File: src/rtl/cla_result_fifo.sv
// rtl/cla_result_fifo.sv - show-ahead result FIFO behind the rdcla adder, with drop counter (option: CLA_RESULT_OVF_EN)
module cla_result_fifo #(
    parameter int WIDTH = 32,
    parameter int DEPTH = 4
) (
    input  logic                     clk,
    input  logic                     rst_n,
    input  logic                     in_valid,
    input  logic [WIDTH-1:0]         in_sum,
    input  logic                     in_cout,
    input  logic                     in_a_msb,
    input  logic                     in_b_msb,
    output logic                     in_ready,
    output logic                     out_valid,
    input  logic                     out_ready,
    output logic [WIDTH-1:0]         out_sum,
    output logic                     out_cout,
    output logic                     out_ovf,
    output logic [$clog2(DEPTH):0]   count,
    output logic [7:0]               drop_cnt
);

    localparam int AW = $clog2(DEPTH);
`ifdef CLA_RESULT_OVF_EN
    localparam int EW = WIDTH + 2;
`else
    localparam int EW = WIDTH + 1;
`endif

    logic [EW-1:0] r_mem [DEPTH];
    logic [AW:0]   r_wr_ptr;
    logic [AW:0]   r_rd_ptr;
    logic [AW:0]   r_count;
    logic [7:0]    r_drop_cnt;

    logic          w_empty;
    logic          w_full;
    logic          w_wr_en;
    logic          w_rd_en;
    logic [EW-1:0] w_entry;
    logic [EW-1:0] w_head;

    // Full/empty come from the registered pointers only; the extra MSB tells a lap apart
    assign w_empty = (r_wr_ptr == r_rd_ptr);
    assign w_full  = (r_wr_ptr[AW] != r_rd_ptr[AW]) && (r_wr_ptr[AW-1:0] == r_rd_ptr[AW-1:0]);
    assign w_wr_en = in_valid && !w_full;
    assign w_rd_en = !w_empty && out_ready;

`ifdef CLA_RESULT_OVF_EN
    logic w_ovf;
    // Two's-complement overflow of a+b: like-signed operands giving a differently signed sum
    assign w_ovf   = (in_a_msb == in_b_msb) && (in_sum[WIDTH-1] != in_a_msb);
    assign w_entry = {w_ovf, in_cout, in_sum};
`else
    logic w_unused_msbs;
    assign w_unused_msbs = in_a_msb ^ in_b_msb;
    assign w_entry       = {in_cout, in_sum};
`endif

    // Entry storage, cleared on reset so a fresh FIFO never exposes stale results
    always_ff @(posedge clk or negedge rst_n) begin
        if (!rst_n) begin
            for (int i = 0; i < DEPTH; i++) begin
                r_mem[i] <= '0;
            end
        end else if (w_wr_en) begin
            r_mem[r_wr_ptr[AW-1:0]] <= w_entry;
        end
    end

    // Pointer advance on accepted writes and reads; natural wrap of the AW+1 bit pointers
    always_ff @(posedge clk or negedge rst_n) begin
        if (!rst_n) begin
            r_wr_ptr <= '0;
            r_rd_ptr <= '0;
        end else begin
            if (w_wr_en) r_wr_ptr <= r_wr_ptr + (AW+1)'(1);
            if (w_rd_en) r_rd_ptr <= r_rd_ptr + (AW+1)'(1);
        end
    end

    // Occupancy moves by at most one per cycle; a simultaneous read and write leaves it unchanged
    always_ff @(posedge clk or negedge rst_n) begin
        if (!rst_n) begin
            r_count <= '0;
        end else begin
            case ({w_wr_en, w_rd_en})
                2'b10:   r_count <= r_count + (AW+1)'(1);
                2'b01:   r_count <= r_count - (AW+1)'(1);
                default: r_count <= r_count;
            endcase
        end
    end

    // Count offers rejected because the FIFO was full, sticking at 255
    always_ff @(posedge clk or negedge rst_n) begin
        if (!rst_n) begin
            r_drop_cnt <= '0;
        end else if (in_valid && w_full && (r_drop_cnt != 8'hFF)) begin
            r_drop_cnt <= r_drop_cnt + 8'd1;
        end
    end

    // Show-ahead head entry, zeroed whenever nothing is valid
    always_comb begin
        w_head   = r_mem[r_rd_ptr[AW-1:0]];
        out_sum  = '0;
        out_cout = 1'b0;
        out_ovf  = 1'b0;
        if (!w_empty) begin
            out_sum  = w_head[WIDTH-1:0];
            out_cout = w_head[WIDTH];
`ifdef CLA_RESULT_OVF_EN
            out_ovf  = w_head[WIDTH+1];
`endif
        end
    end

    assign in_ready  = !w_full;
    assign out_valid = !w_empty;
    assign count     = r_count;
    assign drop_cnt  = r_drop_cnt;

endmodule

File: config.mk
export PLATFORM = sky130hd
export DESIGN_NAME = cla_result_fifo
export DESIGN_NICKNAME = d
export VERILOG_FILES = /design/src/rtl/cla_result_fifo.sv
export SDC_FILE = /design/constraint.sdc
export NUM_CORES = 1
export LEC_CHECK = 0
export CORE_MARGIN = 2
export CORE_UTILIZATION = 42
export CTS_CLUSTER_DIAMETER = 120
export DETAILED_ROUTE_END_ITERATION = 8
export PLACE_DENSITY_LB_ADDON = 0.25
export RECOVER_POWER = 50
export SLEW_MARGIN = 25
export SYNTH_ARGS = -nofsm -noshare
export SYNTH_HDL_FRONTEND = slang
export SYNTH_SLANG_ARGS = --single-unit
File: constraint.sdc
create_clock -name clk -period 2.6 [get_ports clk]
set_input_delay 0.39 -clock clk [delete_from_list [all_inputs] [get_ports clk]]
set_output_delay 0.39 -clock clk [all_outputs]
set_load 0.01 [all_outputs]
; ---- Word level (Yosys, flattened, before mapping)
; Cells that the tools add are included.
[totals]
output_inout_bits = 47
inputBits = 39
regBits = 149
elab_cells = 42
[op_classes]
add_sub_neg = 5
mux = 9
n_bitwise = 2
reduce_logical = 9
order_cmp = 3
n_eq_ne = 6
[ops]
columns = cell, n
row1 = $bwmux W132, 1
row2 = $mux W33, 3
row3 = $bmux W33 S2, 1
row4 = $demux W33 S2, 1
row5 = $mux W32, 1
row6 = $add A3 B1 Y3 const B, 3
row7 = $add A8 B1 Y8 const B, 1
row8 = $ne A8 B8 Y1 const B, 1
row9 = $ge A3 B3 Y1 const B, 2
row10 = $logic_and A1 B1 Y1, 6
row11 = $not A2 Y3, 2
row12 = $pmux W3 S2, 1
row13 = $eq A3 B3 Y1, 1
row14 = $lt A3 B1 Y1 const B, 1
row15 = $sub A3 B1 Y3 const B, 1
row16 = $eq A2 B1 Y1 const B, 1
row17 = $eq A2 B2 Y1, 1
row18 = $eq A2 B2 Y1 const B, 1
row19 = $logic_not A1 Y1, 2
row20 = $reduce_bool A2 Y1, 1
row21 = $mux W1, 1
row22 = $ne A1 B1 Y1, 1

; ---- Depth between registers and ports, before layout
[logic_depth]
ltp_word = 6
mapped_depth = 10
depth_no_buf = 9

; ---- Worst setup path after synthesis
; Ideal clock, no wire load.
[synth_path]
path_kind = register to register
startpoint = register r_rd_ptr[2]
endpoint = register r_count[2] (netlist: count[2])
n_path_buf = 0
setup_time_ns = 0.079
required_time_ns = 2.521
path_slack_ns = 0.434
period_less_slack_ns = 2.166
stages_incl_launch_ff = 10
arrival_ns = 2.087
path_cell_list = dfrtp_1 > xor2_2 > nand3b_1 > and2_1 > ha_1 > inv_1 > fa_1 > xor2_1 > nor2_1 > xor2_1
[synth_via]
elab_cells_between_ends = 11
cone_classes = eq/ne: 4 / mux: 1 / reduce/logical: 6
[synth_lines]
columns = item, line
row1 = start: declaration, 32  ; logic [AW:0] r_rd_ptr;
row2 = start signal: assignment, 78  ; if (w_rd_en) r_rd_ptr <= r_rd_ptr + (AW+1)'(1);
row3 = $eq A3 B3 Y1 *, 44  ; assign w_empty = (r_wr_ptr == r_rd_ptr);
row4 = $logic_not A1 Y1 *, 47  ; assign w_rd_en = !w_empty && out_ready;
row5 = $logic_and A1 B1 Y1 *, 47
row6 = named net w_rd_en, 39  ; logic w_rd_en;
row7 = $eq A2 B1 Y1 / $eq A2 B2 Y1 (equally long branches), 87  ; case ({w_wr_en, w_rd_en})
row8 = $pmux W3 S2 / $reduce_bool A2 Y1 (equally long branches), --
row9 = end signal: assignment, 88  ; 2'b10: r_count <= r_count + (AW+1)'(1);
row10 = end signal: assignment, 89  ; 2'b01: r_count <= r_count - (AW+1)'(1);
row11 = end signal: assignment, 90  ; default: r_count <= r_count;
row12 = end: declaration, 33  ; logic [AW:0] r_count;
; The timed path passes the listed nets; every way through them passes the cells marked *.
; A chain may end at the register's enable or synchronous reset.

; ---- Final worst setup path
[layout_path]
startpoint = register r_rd_ptr[0]
endpoint = output port out_sum[27]
[layout_via]
elab_chain_len = 5
elab_cells_between_ends = 6
cone_classes = eq/ne: 1 / mux: 4 / bitwise: 1
[layout_rtl]
columns = item, line
row1 = $not A2 Y3 (not written as such), 106  ; w_head = r_mem[r_rd_ptr[AW-1:0]];
row2 = $bmux W33 S2, 106
row3 = $mux W33 (not written as such) (2 in series), 106
row4 = $mux W32 *, 110  ; if (!w_empty) begin
row5 = end: declaration, 16  ; output logic [WIDTH-1:0] out_sum,
; Mark *: on every way between the ends. The rest lies on a longest branch, timed or not. The select of a mux whose other input is x is not followed.

==> results.md <==
| Stage | Item | This run |
|---|---|---|
| synthesis | Cell types with the largest area share after synthesis | sky130_fd_sc_hd__dfrtp_1 50%, sky130_fd_sc_hd__mux2_4 24%, sky130_fd_sc_hd__mux4_2 9.9% |
| synthesis | Nets in the synthesized netlist | 492 |
| synthesis | Cell with the most instances after synthesis | sky130_fd_sc_hd__dfrtp_1 |
| floorplanning | # IOs | 86 |
| cells and area | Post-Layout Cell Count | 795 |
| synthesis | Synthesized area per cell | 16.9 µm² |
| power | Sequential share of power | 30.5% |
| worst setup path | Critical setup path kind | reg -> out |
| global routing | Pin count of the biggest net entering global routing | 81 |
| worst setup path | Capturing element type of the critical path | output port |
| placed design | Port Buffer Count | 82 |
| floorplanning | Core region area | 17400 µm² |
| timing | Final Slew Violations | 0 |
| worst setup path | Launch point of the worst reg-to-reg path | r_rd_ptr[0] |
| timing | # setup viols final | 0 |
| synthesis | Post-synth ARST share | 100% |
| timing | Minimum hold slack | 0.429 ns |
| power | Power per unit of standard cell area | 1490 nW/µm² |
| synthesis | Share of synthesized cell area in and, or, nand and nor gates | 5.03% |
| timing | Final worst-path setup slack | 0.125 ns |
| drt | Routed wire length | 15600 µm |
| placed design | Post-Place Worst Slack | 0.259 ns |
| floorplanning | Total number of placement rows | 48 |
| drt | Iteration-0 DRC Markers | 204 |
| cells and area | Layout cell share with drive strength beyond 1 | 43.2% |
| global routing | Antenna violations before repair | 0 |
| clocking | Max H-tree Level | 4 |
| worst setup path | Crit-path slowest cell | sky130_fd_sc_hd__dfrtp_2 |
| worst setup path | R2r setup slk | 0.25 ns |
| clocking | TritonCTS Sinks | 149 |
| worst setup path | Reg-to-Reg End | count[2] |
| floorplanning | Initial Utilization | 43.2% |
| placed design | Routability Congestion | 0.770 |
| drt | Avg Vias per Cell | 5.09 |
| power | Maximum vdd drop | 0.744 mV |
| synthesis | Sequential-to-total area share from yosys stat | 49.6% |
| drt | Average routed wire per standard cell | 19.6 µm |
| timing | RSZ-0062 raised after global routing | false |
| worst setup path | Largest stage delay on the critical path | 0.42 ns |
| synthesis | Number of different library cells in the post-synthesis netlist | 32 |
| floorplanning | Floorplan die height | 138 µm |
| clocking | Clock latency reported for the late side of the worst-skew pair | 0.42 ns |
| worst setup path | Critical Path Fanout Max | 4 |
| drt | DRC Markers | 0 |
| synthesis | Adder and majority gate portion of the synthesized area | 1.43% |
| drt | Detailed-router iteration count before antenna repair | 4 |
| drt | Via count of the routed design | 4048 |
| synthesis | Area fraction of the dominant cell type after synthesis | 49.6% |
| synthesis | Post-synthesis compound-gate area fraction | 0.416% |
| power | LEAKAGE | 4.15 nW |
| placed design | Placed cells | 748 |
| drt | Post-DRT Antenna Nets | 0 |
| clocking | Clk buf depth | 2 |
| cells and area | Area growth from synthesis to layout | 23.7% |
| global routing | Remaining global-route overflow | 0 |
| floorplanning | Die boundary width | 138 µm |
| cells and area | Diode insertion count for antenna repair | 0 |
| timing | Setup skew after layout | 0.00826 ns |
| synthesis | Number of cells produced by synthesis | 445 |
| synthesis | Total standard cell area after synthesis | 7520 µm² |
| timing | Worst Max-Slew Pin Slew | 1.10 ns |
| global routing | Via count of the first global-routing pass | 4533 |
| timing | Highest achievable clock rate | 0.404 GHz |
| worst setup path | Data required time of the worst path | 2.21 ns |
| power | Clock network fraction of design power | 17.6% |
| worst setup path | Arrival time of the worst setup path | 2.08 ns |
| power | Combinational fraction of design power | 51.8% |
| worst setup path | Crit path top cell by count | sky130_fd_sc_hd__buf_4 |
| power | Power Internal | 0.00951 W |
| clocking | TritonCTS clock tree | built |
| synthesis | Xor and xnor area share after synthesis | 1.93% |
| worst setup path | Critical path launch point type | flop |
| clocking | Number of buffers created by CTS | 17 |
| job | Max-cap viol count | 0 |
| worst setup path | Worst-case reg-to-reg path depth | 11 |
| global routing | Overall global routing resource usage | 18.0% |
| synthesis | Mux cell area share after synthesis | 36.5% |
| synthesis | Most common library cells after synthesis | 149 x sky130_fd_sc_hd__dfrtp_1, 119 x sky130_fd_sc_hd__mux2_4, 34 x sky130_fd_sc_hd__and2_1 |
| clocking | Clock root buffer master | sky130_fd_sc_hd__clkbuf_16 |
| timing | Fin. Hold Viols | 0 |
| floorplanning | Die Area | 19000 µm² |
| synthesis | Main flop type after synthesis | sky130_fd_sc_hd__dfrtp_1 |
| synthesis | Largest area contributor in the netlist | sky130_fd_sc_hd__dfrtp_1 |
| hold path | Min-Delay Path Class | in -> async |
| placed design | Placed wire-length estimate | 9740 µm |
| synthesis | Number of flip-flops and latches in the synthesized netlist | 149 |
| global routing | Global-route wire length before repair | 25400 µm |
| power | Switching portion of total power | 31.4% |
| power | Reported net switching power | 0.00435 W |
| outcome | Result of the run | completed |
| timing | Period minus WS final | 2.47 ns |
| synthesis | Dominant combinational cell family by area after synthesis | multiplexers |
| clocking | Reg clk slew, reported paths | 0.06 ns |
| synthesis | Warnings, synthesis | 0 |
| worst setup path | Ordered cell list for the critical path | clkbuf_1 > xnor2_2 > nand3b_1 > buf_4 > buf_6 > buf_4 > and2_1 > dlygate4sd2_1 |
| synthesis | Number of enable flip-flop cells after synthesis | 0 |
| timing | Tcrit/Tclk final | 95.2% |
| cells and area | Total number of nets in the final design | 604 |
| timing | Max transition margin | 26.5% |
-- sequential cells by signal, summed over array words and instances, names as in the netlist --
name,cells
r_mem,132
drop_cnt,8
count,3
r_rd_ptr,3
r_wr_ptr,3
-- how the worst max path moves through the flow --
stage                startpoint           to  depth (start not counted)
finish              r_rd_ptr[0]  out_sum[27]                          8
detailed placement     in_valid    r_mem[56]                          6
floorplan           r_rd_ptr[2]     count[2]                          9
global placement    r_rd_ptr[0]  out_sum[16]                          4
global route        r_rd_ptr[0]   out_sum[0]                          8
CTS                 r_rd_ptr[0]    out_valid                          8
-- worst max-delay path: cells and delay by family, from the launching register on --
| family | cells | cell delay (ns) |
|---|---|---|
| AND/OR/NAND/NOR | 2 | 0.23 |
| XOR/XNOR | 1 | 0.16 |
| buffers and inverters | 5 | 0.86 |
| flip-flops | 1 | 0.42 |
-- cells by family after synthesis --
| logic type | count (synthesis) |
|---|---|
| compound gates | 3 |
| xor+xnor | 14 |
| fa+ha+maj | 8 |
| buf+inv | 36 |
| flops | 149 |
| mux | 171 |
| other cells | 1 |
| simple gates | 63 |
-- per-stage QoR --
| stage | setup TNS, ns | power, W | utilization [%] | instance area [µm²] |
|---|---|---|---|---|
| 4_1_cts | -0.104 | 0.0141 | 53.4 | 9300 |
| 6_report | 0 | 0.0139 | 53.4 | 9300 |
| 2_1_floorplan | 0 | 0.00903 | - | 7520 |
| 3_5_place_dp | 0 | 0.0116 | 49.4 | 8600 |
| 3_3_place_gp | 0 | 0.0114 | 49.4 | 8600 |
| 5_1_grt | 0 | 0.0147 | 53.4 | 9300 |
-- placed cells by master, fill, tap and decap left out, types with 7 or more instances in the layout --
| cell type | n |
|---|---|
| sky130_fd_sc_hd__xor2_1 | 7 |
| sky130_fd_sc_hd__buf_12 | 12 |
| sky130_fd_sc_hd__clkbuf_16 | 17 |
| sky130_fd_sc_hd__dlygate4sd3_1 | 10 |
| sky130_fd_sc_hd__inv_1 | 8 |
| sky130_fd_sc_hd__mux2_2 | 18 |
| sky130_fd_sc_hd__mux2_4 | 119 |
| sky130_fd_sc_hd__clkdlybuf4s50_1 | 38 |
| sky130_fd_sc_hd__buf_4 | 18 |
| sky130_fd_sc_hd__dfrtp_1 | 147 |
| sky130_fd_sc_hd__and2_1 | 33 |
| sky130_fd_sc_hd__dlygate4sd2_1 | 33 |
| sky130_fd_sc_hd__ha_1 | 7 |
| sky130_fd_sc_hd__mux4_2 | 33 |
-- repair_timing --
item / in CTS / in global routing
hold endpoints to repair: 35 / 0
cloned: 2 / 0
setup buffers: 11 / 1
resized for setup: 39 / 2
hold buffers: 1 / 0
setup endpoints to repair: 33 / 3
-- power by group through the flow --
stage / combinational [W] / sequential, W / clock, W
final: 0.00719 / 0.00423 / 0.00244
after CTS: 0.00732 / 0.00423 / 0.00250
after global placement: 0.00723 / 0.00422 / 0
after global routing: 0.00774 / 0.00437 / 0.00260
after detailed placement: 0.00732 / 0.00429 / 0
after floorplan: 0.00500 / 0.00403 / 0
-- layout make-up --
cell class / count / area, µm²
clock buffers: 24 / 492
fillers: 1415 / 8120
well taps: 225 / 282
flip-flops and latches: 149 / 3730
clock inverters: 8 / 96.3
repair buffers: 121 / 1250
inverters: 8 / 30.0
multi-input cells: 260 / 3410
-- routing by layer --
metal / share of wire [%] / global-route usage (%)
met1: 48 / 25.7
met2: 47 / 27.7
met5: 0 / 0
met3: 3.4 / 3.75
met4: 1.1 / 5.95
Note: power is estimated with default switching activity, not from simulation.
